<file path="config.mk">
export PLATFORM = sky130hd
export DESIGN_NAME = traffic_light_ctrl_flat
export DESIGN_NICKNAME = d
export VERILOG_FILES = /design/src/rtl/traffic_pkg.sv /design/src/rtl/traffic_light_ctrl_if.sv /design/src/rtl/sec_tick_gen.sv /design/src/rtl/traffic_light_ctrl.sv /design/src/flat_wrapper.sv
export SDC_FILE = /design/constraint.sdc
export NUM_CORES = 1
export LEC_CHECK = 0
export BUFFER_PORTS_ARGS = -buffer_cell sky130_fd_sc_hd__buf_2
export CORE_MARGIN = 2
export CORE_UTILIZATION = 55
export CTS_CLUSTER_DIAMETER = 60
export DETAILED_ROUTE_END_ITERATION = 10
export HOLD_SLACK_MARGIN = 0.06
export PLACE_DENSITY = 0.75
export SYNTH_ARGS = -nofsm -noshare
export SYNTH_HDL_FRONTEND = slang
export SYNTH_HIERARCHICAL = 1
export SYNTH_SLANG_ARGS = --single-unit
export TNS_END_PERCENT = 10
</file>
<file path="constraint.sdc">
create_clock -name clk -period 4.1 [get_ports clk]
set_clock_uncertainty 0.2 [all_clocks]
set_input_delay 0.615 -clock clk [delete_from_list [all_inputs] [get_ports clk]]
set_output_delay 0.615 -clock clk [all_outputs]
set_load 0.1 [all_outputs]
</file>
<file path="src/rtl/traffic_pkg.sv">
// Shared types and constants for the four-way traffic light sequencer.
// States FLASH/FLASH_EXIT exist only when FLASH_MODE_EN is defined.
package traffic_pkg;

  localparam logic [3:0] GRE    = 4'd0;
  localparam logic [3:0] YEL    = 4'd1;
  localparam logic [3:0] RED    = 4'd2;
  localparam logic [3:0] LFTGRE = 4'd3;
  localparam logic [3:0] LFTYEL = 4'd4;
  localparam logic [3:0] ALLOFF = 4'd5;

  localparam logic [15:0] FLASH_DARK = {ALLOFF, ALLOFF, ALLOFF, ALLOFF};

  localparam int unsigned DEF_TICK_CYCLES = 100000000;
  localparam int unsigned DEF_GREEN_S     = 10;
  localparam int unsigned DEF_YELLOW_S    = 3;
  localparam int unsigned DEF_LEFT_S      = 5;
  localparam int unsigned DEF_ALLRED_S    = 1;

  typedef enum logic [3:0] {
    ST_INIT    = 4'd0,
    ST_NS_LGRN = 4'd1,
    ST_NS_LYEL = 4'd2,
    ST_NS_GRN  = 4'd3,
    ST_NS_YEL  = 4'd4,
    ST_NS_RED  = 4'd5,
    ST_EW_LGRN = 4'd6,
    ST_EW_LYEL = 4'd7,
    ST_EW_GRN  = 4'd8,
    ST_EW_YEL  = 4'd9,
    ST_EW_RED  = 4'd10
`ifdef FLASH_MODE_EN
    , ST_FLASH      = 4'd11
    , ST_FLASH_EXIT = 4'd12
`endif
  } state_e;

  // Nibble order is North, South, East, West; FLASH returns its lit pattern.
  function automatic logic [15:0] code_of(input state_e s);
    case (s)
      ST_NS_LGRN:    code_of = {LFTGRE, LFTGRE, RED, RED};
      ST_NS_LYEL:    code_of = {LFTYEL, LFTYEL, RED, RED};
      ST_NS_GRN:     code_of = {GRE, GRE, RED, RED};
      ST_NS_YEL:     code_of = {YEL, YEL, RED, RED};
      ST_EW_LGRN:    code_of = {RED, RED, LFTGRE, LFTGRE};
      ST_EW_LYEL:    code_of = {RED, RED, LFTYEL, LFTYEL};
      ST_EW_GRN:     code_of = {RED, RED, GRE, GRE};
      ST_EW_YEL:     code_of = {RED, RED, YEL, YEL};
`ifdef FLASH_MODE_EN
      ST_FLASH:      code_of = {YEL, YEL, RED, RED};
`endif
      default:       code_of = {RED, RED, RED, RED};
    endcase
  endfunction

endpackage

</file>
<file path="src/rtl/traffic_light_ctrl_if.sv">
// Request/light-code bundle between the sequencer and its environment.
// flash_req is present only when FLASH_MODE_EN is defined.
interface traffic_light_ctrl_if;
  logic        ns_left_req;
  logic        ew_left_req;
  logic [15:0] light_code;
  logic [3:0]  phase;
  logic        phase_start;
`ifdef FLASH_MODE_EN
  logic        flash_req;

  modport master (output ns_left_req, ew_left_req, flash_req,
                  input  light_code, phase, phase_start);
  modport slave  (input  ns_left_req, ew_left_req, flash_req,
                  output light_code, phase, phase_start);
`else
  modport master (output ns_left_req, ew_left_req,
                  input  light_code, phase, phase_start);
  modport slave  (input  ns_left_req, ew_left_req,
                  output light_code, phase, phase_start);
`endif
endinterface

</file>
<file path="src/rtl/sec_tick_gen.sv">
// Seconds prescaler: one-cycle tick every TICK_CYCLES clocks, realigned by restart.
module sec_tick_gen
  import traffic_pkg::*;
#(
  parameter int unsigned TICK_CYCLES = DEF_TICK_CYCLES
) (
  input  logic clk,
  input  logic reset,
  input  logic restart,
  output logic tick
);

  localparam int unsigned CNT_W = (TICK_CYCLES > 1) ? $clog2(TICK_CYCLES) : 1;
  localparam logic [CNT_W-1:0] LAST = CNT_W'(TICK_CYCLES - 1);

  logic [CNT_W-1:0] cnt;

  assign tick = (cnt == LAST);

  always_ff @(posedge clk) begin
    if (reset || restart || tick) begin
      cnt <= '0;
    end else begin
      cnt <= cnt + CNT_W'(1);
    end
  end

endmodule

</file>
<file path="src/rtl/traffic_light_ctrl.sv">
// Four-way intersection sequencer producing the 16-bit light-code word.
// Optional flashing mode is enabled by defining FLASH_MODE_EN.
module traffic_light_ctrl
  import traffic_pkg::*;
#(
  parameter int unsigned TICK_CYCLES = DEF_TICK_CYCLES,
  parameter int unsigned GREEN_S     = DEF_GREEN_S,
  parameter int unsigned YELLOW_S    = DEF_YELLOW_S,
  parameter int unsigned LEFT_S      = DEF_LEFT_S,
  parameter int unsigned ALLRED_S    = DEF_ALLRED_S
) (
  input logic                 clk,
  input logic                 reset,
  traffic_light_ctrl_if.slave bus
);

  state_e      state, state_next, ns_entry, ew_entry;
  logic [7:0]  sec;
  logic        ns_pend, ew_pend;
  logic        tick, last_tick, advance;
  logic [15:0] code_next, light_code_q;
  logic        phase_start_q;
`ifdef FLASH_MODE_EN
  logic        flash_lit, flash_lit_next;
`endif

  function automatic logic [7:0] dur_of(input state_e s);
    case (s)
      ST_NS_LGRN, ST_EW_LGRN:                       dur_of = 8'(LEFT_S);
      ST_NS_LYEL, ST_NS_YEL, ST_EW_LYEL, ST_EW_YEL: dur_of = 8'(YELLOW_S);
      ST_NS_GRN, ST_EW_GRN:                         dur_of = 8'(GREEN_S);
      default:                                      dur_of = 8'(ALLRED_S);
    endcase
  endfunction

  sec_tick_gen #(.TICK_CYCLES(TICK_CYCLES)) u_sec_tick (
    .clk     (clk),
    .reset   (reset),
    .restart (advance),
    .tick    (tick)
  );

  always_comb begin
    state_next = state;
    advance    = 1'b0;
    code_next  = '0;
    ns_entry   = ns_pend ? ST_NS_LGRN : ST_NS_GRN;
    ew_entry   = ew_pend ? ST_EW_LGRN : ST_EW_GRN;
    last_tick  = tick && (sec == dur_of(state) - 8'd1);
`ifdef FLASH_MODE_EN
    flash_lit_next = flash_lit;
`endif
    case (state)
      ST_INIT, ST_EW_RED:
        if (last_tick) begin
`ifdef FLASH_MODE_EN
          state_next = bus.flash_req ? ST_FLASH : ns_entry;
`else
          state_next = ns_entry;
`endif
        end
      ST_NS_LGRN: if (last_tick) state_next = ST_NS_LYEL;
      ST_NS_LYEL: if (last_tick) state_next = ST_NS_GRN;
      ST_NS_GRN:  if (last_tick) state_next = ST_NS_YEL;
      ST_NS_YEL:  if (last_tick) state_next = ST_NS_RED;
      ST_NS_RED:
        if (last_tick) begin
`ifdef FLASH_MODE_EN
          state_next = bus.flash_req ? ST_FLASH : ew_entry;
`else
          state_next = ew_entry;
`endif
        end
      ST_EW_LGRN: if (last_tick) state_next = ST_EW_LYEL;
      ST_EW_LYEL: if (last_tick) state_next = ST_EW_GRN;
      ST_EW_GRN:  if (last_tick) state_next = ST_EW_YEL;
      ST_EW_YEL:  if (last_tick) state_next = ST_EW_RED;
`ifdef FLASH_MODE_EN
      // Flashing runs tick by tick with no duration; leave only at a tick boundary.
      ST_FLASH:      if (tick && !bus.flash_req) state_next = ST_FLASH_EXIT;
      ST_FLASH_EXIT: if (last_tick) state_next = ns_entry;
`endif
      default:    state_next = ST_INIT;
    endcase
    advance = (state_next != state);
`ifdef FLASH_MODE_EN
    if (advance) begin
      flash_lit_next = 1'b1;
    end else if (state == ST_FLASH && tick) begin
      flash_lit_next = !flash_lit;
    end
    code_next = (state_next == ST_FLASH && !flash_lit_next) ? FLASH_DARK : code_of(state_next);
`else
    code_next = code_of(state_next);
`endif
  end

  // State register; outputs are registered alongside so they never lag the state.
  always_ff @(posedge clk) begin
    if (reset) begin
      state         <= ST_INIT;
      sec           <= '0;
      ns_pend       <= 1'b0;
      ew_pend       <= 1'b0;
      light_code_q  <= code_of(ST_INIT);
      phase_start_q <= 1'b1;
`ifdef FLASH_MODE_EN
      flash_lit     <= 1'b1;
`endif
    end else begin
      state         <= state_next;
      sec           <= advance ? 8'd0 : (tick ? sec + 8'd1 : sec);
      light_code_q  <= code_next;
      phase_start_q <= advance;
      // A request in the same cycle as the clear keeps the demand alive.
      ns_pend       <= bus.ns_left_req | (ns_pend & ~(phase_start_q && state == ST_NS_LGRN));
      ew_pend       <= bus.ew_left_req | (ew_pend & ~(phase_start_q && state == ST_EW_LGRN));
`ifdef FLASH_MODE_EN
      flash_lit     <= flash_lit_next;
`endif
    end
  end

  assign bus.light_code  = light_code_q;
  assign bus.phase       = state;
  assign bus.phase_start = phase_start_q;

endmodule

</file>
<file path="src/flat_wrapper.sv">
// flat-port wrapper written by rule: the top's interface ports become plain ports
module traffic_light_ctrl_flat import traffic_pkg::*;
#(
  parameter int unsigned TICK_CYCLES = DEF_TICK_CYCLES,
  parameter int unsigned GREEN_S     = DEF_GREEN_S,
  parameter int unsigned YELLOW_S    = DEF_YELLOW_S,
  parameter int unsigned LEFT_S      = DEF_LEFT_S,
  parameter int unsigned ALLRED_S    = DEF_ALLRED_S
)
  (clk, reset, bus_ns_left_req, bus_ew_left_req, bus_light_code, bus_phase, bus_phase_start);
  traffic_light_ctrl_if bus_i ();
  input logic clk;
  input logic reset;
  input wire logic [$bits(bus_i.ns_left_req)-1:0] bus_ns_left_req;
  input wire logic [$bits(bus_i.ew_left_req)-1:0] bus_ew_left_req;
  output wire logic [$bits(bus_i.light_code)-1:0] bus_light_code;
  output wire logic [$bits(bus_i.phase)-1:0] bus_phase;
  output wire logic [$bits(bus_i.phase_start)-1:0] bus_phase_start;
  assign bus_i.ns_left_req = bus_ns_left_req;
  assign bus_i.ew_left_req = bus_ew_left_req;
  assign bus_light_code = bus_i.light_code;
  assign bus_phase = bus_i.phase;
  assign bus_phase_start = bus_i.phase_start;
  traffic_light_ctrl #(.TICK_CYCLES(TICK_CYCLES), .GREEN_S(GREEN_S), .YELLOW_S(YELLOW_S), .LEFT_S(LEFT_S), .ALLRED_S(ALLRED_S)) u_core (.clk(clk), .reset(reset), .bus(bus_i));
endmodule
</file>
==> impl_metrics.tcl <==
set metrics [dict create \
    min-delay-start "u_core/u_sec_tick/cnt[26]" \
    std_cell_rows 26 \
    synthTopCellsByArea "dfxtp_1, xor2_1, nor2_1, ha_1, a211oi_1" \
    start_kind "register" \
    synth_seq_cells 52 \
    slew_viol_final 0 \
    cts_hold_buf 0 \
    drtIter0Drc 137 \
    layout_min_cycle_time_ps 3420 \
    leakagePower_uw 0.00105 \
    num-fill-cells 452 \
    ant_nets 0 \
    cts_made_buffers 5 \
    die_h_um 75.6 \
    die_area_um2 5720 \
    clk_path_buf_depth 2 \
    final_area_um2 2990 \
    nets 341 \
    reg2reg_setup_slack_ps 680 \
    core_um2 5040 \
    syn_to_final_growth_pct 5.98 \
    gr-total-overflow 0 \
    die_w_um 75.6 \
    hp-class "reg2reg" \
    ys.flop_type "dfxtp_1" \
    pin_count 25 \
    use_met3_pct 4.37 \
    drc 0 \
    cts_resized 0 \
    yosysTopAreaCellShare_pct 36.9 \
    r2r-start "u_core/u_sec_tick/cnt[0]" \
    path_class "reg2reg" \
    hold_slack_ps 307 \
    ys_seq_area_share_pct 36.9 \
    cp_slowest_cell "dfxtp_1" \
    met1_usage_pct 30.8 \
    cp.required_ps 4110 \
    cpPeakStageDelay_ps 400 \
    synth-async-reset-ratio_pct 0 \
    wl_per_cell_um 13.6 \
    grt_max_degree 24 \
    htreeDepth 2 \
    timing.final.crit_share_pct 83.4 \
    syn_inst 318 \
    hold_viol 0 \
    yosysUniqueCellTypes 68 \
    clockRootBuffer "clkbuf_8" \
    netlist_area_um2 2820 \
    min_to "u_core/u_sec_tick/cnt[26]" \
    status "finished clean" \
    peakVddDrop_v 0.000237 \
    rr_worst_depth 13 \
    maxCapViolCount 0 \
    portBuffers 20 \
    initial_core_util_pct 56.0 \
    max_freq_mhz 292 \
    gp_congestion 0.810 \
    path_clk_slew_ps 100 \
    place_hpwl_mm 3.79 \
    track_usage_pct 20.4 \
    total_power_uw 937 \
    final_util_pct 59.3 \
    rsz0062_at_grt "false" \
    cts_tree "built" \
    antenna_found_initial 0 \
    cp_cell_sequence "ha_1 > and3_1 > nand2_1 > nor4_4 > nand2_1 > nor3_2 > and2_4 > xnor2_2 > nor3_1 > inv_1 > ha_1 > nor2b_1 > a22o_1" \
    globalRouteMet2Util_pct 28.1 \
    fin_tns_setup_ps 0 \
    yosys_warnings 18 \
    drt_pass1_iterations 4 \
    n_antenna_cell 0 \
    whs_path_depth 2 \
    synth_enable_flop_cells 0 \
    cts_sinks 52 \
    crit_arrival_ps 3430 \
    wirelength_mm 5.45 \
    p_per_area_nw_per_um2 313 \
    postCtsSetupBuffers 0 \
    crit_fanout 6 \
    synth_top_area_cell "dfxtp_1" \
    grt_pass1_wl_mm 8.96 \
    clk_latency_ps 310 \
    placed_cell_area_um2 2900 \
    syn_avg_cell_area_um2 8.88 \
    drt-vias-per-instance 5.80 \
    worstSetupEndpointType "register" \
    top_usage_layer "met1" \
    vias 2319 \
    final_layout_size_suffix_gt1_share_pct 14.8 \
    final_cell_mix "dfxtp_1, nor2_1, nand2_1" \
    layout_commonest_cell "dfxtp_1" \
    grt_pass1_vias 1920 \
    setup_viol 0 \
]
## cell families (layout without fill, tap and decap cells)
| group | Yosys count | after routing | share of synthesized area (%) |
|---|---|---|---|
| AND/OR/NAND/NOR | 139 | 139 | 28.4 |
| AO/OA/AOI/OAI | 57 | 57 | 14.8 |
| flip-flops | 52 | 52 | 36.9 |
| buffers and inverters | 31 | 40 | 6.38 |
| XOR/XNOR | 26 | 26 | 8.33 |
| adder cells (fa/ha/maj) | 9 | 9 | 3.90 |
| multiplexers | 3 | 3 | 1.24 |
| other | 1 | 4 | 0.133 |
## synth_stat cells (2+ instances only)
library cell / instances
mux2i_1: 2
and3_1: 3
dfxtp_1: 52
nand4_1: 10
buf_6: 2
nor3_1: 14
clkbuf_1: 6
xnor2_1: 10
or4_1: 8
nand3_1: 16
ha_1: 8
inv_1: 9
o31ai_1: 7
nor4b_1: 3
or3_1: 7
and4_1: 4
buf_2: 2
o21ai_0: 11
a31oi_1: 4
nand2b_1: 3
nor3b_1: 2
nor2_1: 27
nand2_1: 22
buf_4: 11
xor2_1: 15
a21oi_1: 6
a211oi_1: 13
## per-stage QoR
stage,worst slack [ps],instances
final,680,400
after CTS,676,400
after floorplan,500,321
after detailed placement,717,392
after global routing,430,400
after global placement,840,392
## how the worst max path moves through the flow
stage / start / to / slack (ps) / cells past startpoint
after floorplan: u_core/u_sec_tick/cnt[0] / register / 500 / 15
after global placement: u_core/u_sec_tick/cnt[0] / register / 840 / 13
after detailed placement: u_core/u_sec_tick/cnt[0] / register / 720 / 13
after CTS: u_core/u_sec_tick/cnt[0] / register / 680 / 13
after global routing: u_core/u_sec_tick/cnt[0] / register / 430 / 13
final: u_core/u_sec_tick/cnt[0] / register / 680 / 13
## worst max-delay path, delay by kind of cell (launching register included)
family | cells | cell delay, ps
DFF | 1 | 400
buffers and inverters | 1 | 110
adders and majority gates | 2 | 400
and+or+nand+nor | 8 | 1870
xor gates and xnor gates | 1 | 110
AOI/OAI and AO/OA | 1 | 200
## power by group
part	leakage [uW]	internal (uW)	total [uW]	switching [uW]
Sequential	0.000421	517	530	12.6
Combinational	0.000583	28.2	102	73.7
Clock	0.0000452	125	306	181
Total	0.00105	670	937	267
## flip-flops by register name (all words and copies together), names as in the netlist, named ones only
| name | flops |
|---|---|
| u_core/bus.phase | 4 |
| u_core/sec | 8 |
| u_core/u_sec_tick/cnt | 27 |
| u_core/ew_pend | 1 |
| u_core/ns_pend | 1 |
| u_core/bus.phase_start | 1 |
| u_core/bus.light_code | 6 |
## routing by layer
metal,vias up,wire length [um]
li1,1175,-
met4,0,95
met2,57,2350
met3,10,255
met1,1077,2750
met5,-,0
## area by class of cell
type                       instances  area, um2  area share [%]
multi-input combinational        238       1610            53.9
timing repair buffer              23        123            4.10
inverter                           9       33.8            1.13
clock buffer                       5       68.8            2.30
sequential                        52       1040            34.8
clock inverter                     3       25.0           0.836
tap                               70       87.6            2.93
(Power assumes the default switching activity.)
